### src/rtl/audio_sfx_sched.sv
// audio_sfx_sched: fixed-priority sound-effect scheduler driving the PWM stage's pulsewidth/mute.
// Optional feature: define AUDIO_SFX_PREEMPT_EN to let a higher-priority request cut the active sound.
`ifndef BITRES
`define BITRES 4
`endif

module audio_sfx_sched #(
    parameter int HP_W  = 12,
    parameter int DUR_W = 16
) (
    input  logic                 clk,
    input  logic                 resetn,
    input  logic                 sfx_en,
    input  logic [3:0]           req,
    input  logic [4*HP_W-1:0]    halfper,
    input  logic [4*DUR_W-1:0]   dur,
    input  logic [`BITRES-1:0]   vol,
    output logic [`BITRES-1:0]   pwm_pulsewidth,
    output logic                 pwm_mute,
    output logic [3:0]           grant,
    output logic [3:0]           done,
    output logic                 busy
);

    localparam int BITRES = `BITRES;
    localparam logic [HP_W-1:0]  HP_ONE  = HP_W'(1);
    localparam logic [DUR_W-1:0] DUR_ONE = DUR_W'(1);

    typedef enum logic [1:0] {S_IDLE, S_PLAY, S_GAP} state_t;

    state_t              state_q, state_d;
    logic [BITRES-1:0]   fcnt_q, fcnt_d;
    logic [3:0]          pend_q, pend_d;
    logic [1:0]          act_q, act_d;
    logic [HP_W-1:0]     phase_q, phase_d;
    logic [DUR_W-1:0]    remain_q, remain_d;
    logic                level_q, level_d;
    logic [BITRES-1:0]   pw_q, pw_d;
    logic                mute_q, mute_d;
    logic [3:0]          grant_q, grant_d;
    logic [3:0]          done_q, done_d;
    logic                busy_q, busy_d;

    logic                ftick;
    logic                load;
    logic                lvl;
    logic [1:0]          nxt_idx;
    logic [HP_W-1:0]     hp_arr [4];
    logic [DUR_W-1:0]    dur_arr [4];

    function automatic logic [HP_W-1:0] clamp_hp(input logic [HP_W-1:0] v);
        return (v == '0) ? HP_ONE : v;
    endfunction

    function automatic logic [DUR_W-1:0] clamp_dur(input logic [DUR_W-1:0] v);
        return (v == '0) ? DUR_ONE : v;
    endfunction

    assign ftick = &fcnt_q;

    always_comb begin
        for (int i = 0; i < 4; i++) begin
            hp_arr[i]  = halfper[i*HP_W +: HP_W];
            dur_arr[i] = dur[i*DUR_W +: DUR_W];
        end
    end

    // Lowest set pending bit wins.
    always_comb begin
        nxt_idx = 2'd0;
        for (int i = 3; i >= 0; i--) begin
            if (pend_q[i]) nxt_idx = 2'(i);
        end
    end

`ifdef AUDIO_SFX_PREEMPT_EN
    logic [3:0] lower_mask;
    logic       pre_hit;
    assign lower_mask = 4'((4'd1 << act_q) - 4'd1);
    assign pre_hit    = |(pend_q & lower_mask);
`endif

    always_comb begin
        state_d  = state_q;
        fcnt_d   = fcnt_q + 1'b1;
        pend_d   = pend_q | req;
        act_d    = act_q;
        phase_d  = phase_q;
        remain_d = remain_q;
        level_d  = level_q;
        pw_d     = pw_q;
        mute_d   = mute_q;
        grant_d  = grant_q;
        done_d   = 4'b0000;
        load     = 1'b0;
        lvl      = level_q;

        if (!sfx_en) begin
            state_d = S_IDLE;
            pend_d  = 4'b0000;
            grant_d = 4'b0000;
            mute_d  = 1'b1;
            pw_d    = '0;
        end else if (ftick) begin
            case (state_q)
                S_IDLE: begin
                    if (|pend_q) load = 1'b1;
                end
                S_PLAY: begin
`ifdef AUDIO_SFX_PREEMPT_EN
                    if (pre_hit) begin
                        load = 1'b1;
                    end else
`endif
                    begin
                        remain_d = remain_q - 1'b1;
                        if (remain_q == DUR_ONE) begin
                            state_d = S_GAP;
                            pw_d    = '0;
                        end else begin
                            phase_d = phase_q - 1'b1;
                            if (phase_q == HP_ONE) begin
                                lvl     = ~level_q;
                                phase_d = clamp_hp(hp_arr[act_q]);
                            end
                            level_d = lvl;
                            pw_d    = lvl ? vol : '0;
                        end
                    end
                end
                S_GAP: begin
`ifdef AUDIO_SFX_PREEMPT_EN
                    if (pre_hit) begin
                        load = 1'b1;
                    end else
`endif
                    begin
                        done_d  = grant_q;
                        grant_d = 4'b0000;
                        if (|pend_q) begin
                            load = 1'b1;
                        end else begin
                            state_d = S_IDLE;
                            mute_d  = 1'b1;
                            pw_d    = '0;
                        end
                    end
                end
                default: state_d = S_IDLE;
            endcase
        end

        // A req for the requester being loaded this cycle is absorbed by the load.
        if (load) begin
            state_d         = S_PLAY;
            act_d           = nxt_idx;
            phase_d         = clamp_hp(hp_arr[nxt_idx]);
            remain_d        = clamp_dur(dur_arr[nxt_idx]);
            level_d         = 1'b1;
            pw_d            = vol;
            mute_d          = 1'b0;
            grant_d         = 4'(4'd1 << nxt_idx);
            pend_d[nxt_idx] = 1'b0;
        end

        busy_d = (state_d != S_IDLE);
    end

    always_ff @(posedge clk or negedge resetn) begin
        if (!resetn) begin
            state_q  <= S_IDLE;
            fcnt_q   <= '0;
            pend_q   <= 4'b0000;
            act_q    <= 2'd0;
            phase_q  <= HP_ONE;
            remain_q <= DUR_ONE;
            level_q  <= 1'b0;
            pw_q     <= '0;
            mute_q   <= 1'b1;
            grant_q  <= 4'b0000;
            done_q   <= 4'b0000;
            busy_q   <= 1'b0;
        end else begin
            state_q  <= state_d;
            fcnt_q   <= fcnt_d;
            pend_q   <= pend_d;
            act_q    <= act_d;
            phase_q  <= phase_d;
            remain_q <= remain_d;
            level_q  <= level_d;
            pw_q     <= pw_d;
            mute_q   <= mute_d;
            grant_q  <= grant_d;
            done_q   <= done_d;
            busy_q   <= busy_d;
        end
    end

    assign pwm_pulsewidth = pw_q;
    assign pwm_mute       = mute_q;
    assign grant          = grant_q;
    assign done           = done_q;
    assign busy           = busy_q;

endmodule

### config.mk
export PLATFORM = sky130hd
export DESIGN_NAME = audio_sfx_sched
export DESIGN_NICKNAME = d
export VERILOG_FILES = /design/src/rtl/audio_sfx_sched.sv
export SDC_FILE = /design/constraint.sdc
export NUM_CORES = 1
export LEC_CHECK = 0
export ABC_AREA = 1
export ABC_CLOCK_PERIOD_IN_PS = 2500
export CAP_MARGIN = 20
export CORE_ASPECT_RATIO = 2
export CORE_MARGIN = 5
export CORE_UTILIZATION = 49
export DETAILED_ROUTE_END_ITERATION = 10
export PLACE_DENSITY = 0.88
export SLEW_MARGIN = 20
export SYNTH_ARGS = -nofsm -noshare
export SYNTH_HDL_FRONTEND = slang
export SYNTH_SLANG_ARGS = --single-unit
export TNS_END_PERCENT = 30
### constraint.sdc
create_clock -name clk -period 2.5 [get_ports clk]
set_clock_uncertainty 0.2 [all_clocks]
set_input_delay 0.625 -clock clk [delete_from_list [all_inputs] [get_ports clk]]
set_output_delay 0.625 -clock clk [all_outputs]
set_load 0.02 [all_outputs]
==> results of run 1 <==
registers in the layout (all words and copies together), names as in the netlist:
register and count:
act_q 2, busy 1, done 4, fcnt_q 4, grant 4, level_q 1
pend_q 4, phase_q 12, pwm_mute 1, pwm_pulsewidth 4, remain_q 16, state_q 2
power breakdown:
group	internal, mW	total, mW	switching [mW]
Sequential	0.993	1.09	0.0981
Combinational	0.489	1.13	0.641
Clock	0.381	0.732	0.350
Total	1.86	2.95	1.09
routing by layer:
metal	global-route usage (%)	routed length, um	part of all wire (%)	up-vias
li1	-	-	-	2752
met1	24.9	5240	32	2536
met2	53.2	8730	53	333
met3	4.18	1160	7.0	107
met4	24.4	1440	8.7	0
met5	0	0	0	-
worst reg2reg max path, cell delays in order, from the launching register on:
cell	delay [ns]
dfstp_2	0.58
ha_1	0.15
nand4_1	0.13
nor2_4	0.28
inv_2	0.20
nand2_1	0.11
o21ai_0	0.13
o21ai_0	0.27
a22oi_1	0.10
metrics by stage:
| stage | cell area [sq um] | hold slack (ns) | setup WS, ns |
|---|---|---|---|
| after floorplan | 4700 | 0.129 | 0.695 |
| after global placement | 6210 | 0.244 | 0.152 |
| after detailed placement | 6210 | 0.257 | 0.129 |
| after CTS | 6360 | 0.123 | 0.203 |
| after global routing | 6360 | 0.143 | 0.0324 |
| final | 6360 | 0.106 | 0.202 |
placed cells by master (no fill, tap or decap), types with 2 or more instances in the layout:
| cell | instances |
|---|---|
| nand2_1 | 188 |
| clkdlybuf4s50_1 | 135 |
| nand3_1 | 123 |
| nor2_1 | 106 |
| inv_1 | 74 |
| o21ai_0 | 54 |
| dfrtp_1 | 52 |
| a21oi_1 | 31 |
| buf_4 | 25 |
| a31oi_1 | 13 |
| xor2_1 | 10 |
| ha_1 | 9 |
| nand3b_1 | 8 |
| o22ai_1 | 8 |
| inv_2 | 6 |
| o21ai_1 | 5 |
| a22oi_1 | 5 |
| clkbuf_16 | 5 |
| nand4_1 | 4 |
| or2_2 | 4 |
| o211ai_1 | 3 |
| nor3_1 | 3 |
| dfstp_2 | 3 |
| nor2_2 | 2 |
| nor2_4 | 2 |
| nand2_2 | 2 |
| nand2_4 | 2 |
| inv_6 | 2 |
| buf_12 | 2 |
cell families after synthesis:
| logic type | count (synthesis) | synth area share (%) |
|---|---|---|
| XOR/XNOR | 11 | 2.05 |
| buffers and inverters | 115 | 10.9 |
| AO/OA/AOI/OAI | 122 | 14.2 |
| flip-flops | 55 | 29.3 |
| adder cells (fa/ha/maj) | 9 | 2.39 |
| AND/OR/NAND/NOR | 447 | 41.1 |
how the worst max path moves through the flow:
stage	endpoint	slack [ns]	depth (start not counted)
global route	phase_q[6]	0.03	8
detailed placement	phase_q[6]	0.13	8
global placement	phase_q[6]	0.15	8
floorplan	phase_q[8]	0.70	8
finish	pwm_mute	0.20	1
CTS	pwm_mute	0.20	1
layout make-up:
class                      count  area (sq um)
fill                         799          3030
clock inverter                 3          26.3
timing repair buffer         163          1580
clock buffer                   5           125
tap                          104           130
inverter                      80           300
multi-input combinational    589          2810
sequential                    55          1380
==> run metrics, run 1 <==
most frequent cell after synthesis nand2_1; Distinct cells, synth 35; full die area 11800 sq um; sequential fraction of the synthesis area 29.3%; DRC Markers 0; Crit. End Element output port; Total GRT Usage 28.3%; CTS resizes 0; CP top delay family buffers and inverters; CTS tree built; top achievable clock speed 435 MHz; postcts setup bufs 0; Iteration-0 DRC Markers 497; Worst path max stage delay 0.63 ns; CTS max path bufs 2; final wirelength 16.6 mm; leakage 3.00 nW; Die Ht 149 um; Commonest cells post-synth nand2_1, nand3_1, nor2_1, inv_1, o21ai_0; initial antenna violation count 0; Post-DRT Antenna Nets 0; Critical-path top delay cell clkdlybuf4s50_1; first-pass GRT wire length 25.9 mm; # rows 50; DP HPWL 13.3 mm; endpoints failing setup 0; largest cells by area after synthesis dfrtp_1, nand2_1, nand3_1; crit path max fanout 2; ANT cells 0; vias post-DR 5728; status complete, no violations; Top FF cell, synth dfrtp_1; htree depth 2; Seq cells post-synth 55; crit-path cells clkdlybuf4s50_1; ys async rst share 100%; Setup TNS 0 ns; Rel. slew slack 64.6%; max-slew violations 0; final worst-path cycle share 91.9%; Tmin final 2.30 ns; Hold Path Class in2async; unrepaired setup endpoints after global routing no; Final Hold Fails 0; Post-Layout Cell Count 999; leading area contributor after synthesis dfrtp_1; number of global-route vias before repair 5636; TritonCTS Sinks 55; Crit. Startpoint pwm_mute; Root Buffer clkbuf_16; Slew @ Worst Pin 0.530 ns; Wirelength per Cell 16.6 um; Post-synth EDFFs 0; largest net degree at the start of global routing 56; core area 9380 sq um; Die W 79.3 um; starting density of the core 50.1%; worst skew pair latency 0.30 ns; reg2reg path depth 8; reg2reg start phase_q[0]; Final nets 1026; worst path buffer plus inverter count 1; Worst VDD drop 0.311 mV; hold buffers post-CTS 0; reg2reg setup slack 0.22 ns; max-cap violations 0; 1st-pass router iterations 9; Area Overhead vs Synth 35.2%; CTS buffer count 5; syn_nets 891; synthesized area per cell 6.20 sq um; Worst Path Required 1.67 ns; Cell Area, Synth 4700 sq um; Pwr Total 2.95 mW; worst reg2reg path endpoint phase_q[6]; Syn. warnings 0; Synth Instances 759; via-per-instance ratio 5.73; top cell type's share of synthesized area 27.7%; Inst Count DP 991; layout cells sized above 1 6.70%; post-route core utilization 67.8%; CTS clk-pin slew, worst paths 0.08 ns; gr ovfl total 0; io pins 137; WS Path Type reg2out; CP Data Arrival Time 1.47 ns; Placer Congestion 1.04; power per cell area 465 nW/um^2; CP Launch Type flip-flop; buffers added on ports 136
Note: power is estimated with default switching activity, not from simulation.
==> run 2: changes to the inputs <==
Settings changed: GPL_ROUTABILITY_DRIVEN set to 1.
==> results of run 2 <==
The final DEF is identical to that of run 1; final timing and power are the same.
==> run 3: changes to the inputs <==
Settings changed: ABC_AREA 1 to unset, ABC_CLOCK_PERIOD_IN_PS 2500 to 2190, CORE_ASPECT_RATIO 2 to unset, CORE_UTILIZATION 49 to 47, PLACE_DENSITY 0.88 to 0.87.
Clock period 2.5 ns to 2.19 ns, I/O delays scaled along.
==> run metrics, run 3 <==
Pwr Total 3.72 mW (+26%); reg2reg path depth 6 (-2); power per cell area 518 nW/um^2 (+12%); Final Hold Fails 0 (unchanged); Iteration-0 DRC Markers 612 (+23%); crit path max fanout 7 (+5); number of flip-flops under the largest register name 16 (unchanged); Crit. Startpoint pend_q[3]; largest net degree at the start of global routing 39 (-30%); htree depth 2 (unchanged); GRT busiest layer met2; Synth Instances 506 (-33%); buffers added on ports 136 (unchanged); Total GRT Usage 30.1% (+1.9 points); Setup TNS -0.757 ns (-0.757 ns); synthesized area per cell 8.43 sq um (+36%); main combinational cell family by area after synthesis compound AO/OA/AOI/OAI gates; max-cap violations 0 (unchanged); gr ovfl total 0 (unchanged); max-slew violations 0 (unchanged); TritonCTS Sinks 55 (unchanged); Top FF cell, synth dfrtp_1; Area Overhead vs Synth 68.3%; Root Buffer clkbuf_8; Seq cells post-synth 55 (unchanged); simple-gate share of the synthesized area 18.9% (-22 points); io pins 137 (unchanged); most common cell after layout, fill and taps aside buf_4; endpoints failing setup 16 (+16); Worst VDD drop 0.312 mV (+0.25%); Final nets 885 (-14%); full die area 11100 sq um (-5.9%); GR Util met1 42.1% (+17 points); adder-cell share of the synthesized area 2.64% (+0.25 points); worst skew pair latency 0.32 ns (+0.02 ns); Post-DRT Antenna Nets 0 (unchanged); initial antenna violation count 0 (unchanged); post-route core utilization 81.9% (+14 points); Inst Count DP 836 (-16%); most frequent cells in the layout buf_4, clkdlybuf4s50_1, dfrtp_1; grt met3 use 5.01% (+0.83 points); CTS buffer count 5 (unchanged); sequential fraction of the synthesis area 32.3% (+3.0 points); DP HPWL 13.6 mm (+2.3%); leakage 3.08 nW (+2.5%); ys async rst share 100% (unchanged); Crit. End Element flip-flop; Syn. warnings 0 (unchanged); via-per-instance ratio 6.50 (+13%); largest cells by area after synthesis dfrtp_1, mux4_2, o21ai_0; DRC Markers 0 (unchanged); Place WS -0.517 ns (-0.646 ns); Post-synth EDFFs 0 (unchanged); Cell Area, Synth 4270 sq um (-9.3%); leading area contributor after synthesis dfrtp_1; CP Launch Type flip-flop; # rows 34 (-32%); status finished, violations left; 1st-pass router iterations 6 (-3); Post-Layout Cell Count 862 (-14%); Die Ht 105 um (-29%); layout cells sized above 1 30.0% (+23 points); failing checks setup timing; syn_nets 638 (-28%); Worst Path Required 2.25 ns (+0.58 ns); vias post-DR 5599 (-2.3%); final wirelength 18.3 mm (+11%); ANT cells 0 (unchanged); Die W 105 um (+33%); most frequent cell after synthesis dfrtp_1; Placer Congestion 1.05 (+1.6%); CTS clk-pin slew, worst paths 0.11 ns (+0.03 ns); reg2reg start pend_q[3]; CTS max path bufs 2 (unchanged); top achievable clock speed 434 MHz; number of global-route vias before repair 5402 (-4.2%); Slew @ Worst Pin 0.518 ns (-0.0115 ns); core area 8760 sq um (-6.6%); largest reg by FF count remain_q; first-pass GRT wire length 27.3 mm (+5.6%); final worst-path cycle share 105%; Largest regs remain_q x16, phase_q x12; WS Path Type reg2reg; complex-gate fraction of the synthesized area 29.9% (+16 points); Wirelength per Cell 21.3 um (+28%); worst hold start fcnt_q[0]; Distinct cells, synth 57 (+63%); CP Data Arrival Time 2.37 ns (+0.90 ns); Rel. slew slack 65.4% (+0.81 points); post-synthesis xor/xnor area fraction 3.70% (+1.6 points); unrepaired setup endpoints after global routing yes; Hold Path Cell Cnt 1; Tmin final 2.31 ns; CTS tree built; Setup WS post-layout -0.115 ns (-0.317 ns); starting density of the core 48.7% (-1.4 points); met2 GRT Util 48.7% (-4.5 points); top cell type's share of synthesized area 30.5% (+2.8 points); Commonest cells post-synth dfrtp_1, o21ai_0, a21oi_1, nand2_1, nor2_1; mux share of post-synthesis cell area 7.51% (+7.5 points); Hold Path Class reg2reg
[run 3: cell types whose count changed in the layout (fill, tap and decap cells not counted), moves of 10 or more]
cell	before	now
a22oi_1	5	22
buf_4	25	128
clkdlybuf4s50_1	135	109
dlymetal6s2s_1	0	21
inv_1	74	20
mux4_2	0	12
nand2_1	188	40
nand3_1	123	5
nor2_1	106	36
o21ai_0	54	35
o21ai_1	5	15
xnor2_1	1	14
[run 3: path summary, 6_finish.rpt]
| check | endpoint | slack (ns) |
|---|---|---|
| max reg2reg | pwm_pulsewidth[0] | -0.12 |
| max | pwm_pulsewidth[0] | -0.12 |
| min | fcnt_q[0] | 0.26 |
| min reg2reg | fcnt_q[0] | 0.26 |
| max in group asynchronous | remain_q[0] | 0.63 |
| min in group asynchronous | remain_q[6] | 0.53 |
[run 3: report_power, final]
group	total, mW	internal (mW)	switching (mW)
clock	0.627	0.242	0.385
combinational	1.76	0.917	0.843
sequential	1.33	1.17	0.165
total	3.72	2.33	1.39
[run 3: through the flow]
step | hold WS [ns] | area, sq um
floorplan | 0.0519 | 4280
global placement | 0.240 | 6530
detailed placement | 0.254 | 6530
CTS | 0.270 | 6840
global route | 0.274 | 7180
finish | 0.261 | 7180
[run 3: metal layers]
metal | wire, um | part of all wire, %
met2 | 8610 | 47
met1 | 7110 | 39
met3 | 2030 | 11
met5 | 0 | 0
met4 | 582 | 3.2
[run 3: repair_timing]
action | CTS | global route
hold endpoints to repair | 16 | 0
setup buffers | 8 | 9
hold buffers | 1 | 0
setup endpoints to repair | 34 | 40
cloned | 0 | 0
resized for setup | 37 | 78
pin swaps | 7 | 24
[run 3: logic make-up (layout without fill, tap and decap cells)]
kind of cell	Yosys count	count (layout)
buf+inv	53	301
fa+ha+maj	9	9
flops	55	55
mux	17	17
compound gates	194	194
xor+xnor	18	18
simple gates	160	160
[run 3: critical path, cell delays in order (launching register included)]
cell     delay [ns]
dfrtp_2        0.50
or4_4          0.48
o21a_4         0.15
nor2b_4        0.13
or3_4          0.35
o311a_4        0.35
nor2_1         0.10
[run 3: layout make-up]
class                   count  area [sq um]
clock inverters             3          33.8
repair buffers            273          2480
inverters                  20          75.1
clock buffers               5          68.8
multi-input cells         398          3010
flip-flops and latches     55          1380
well taps                 108           135
fillers                   524          1580
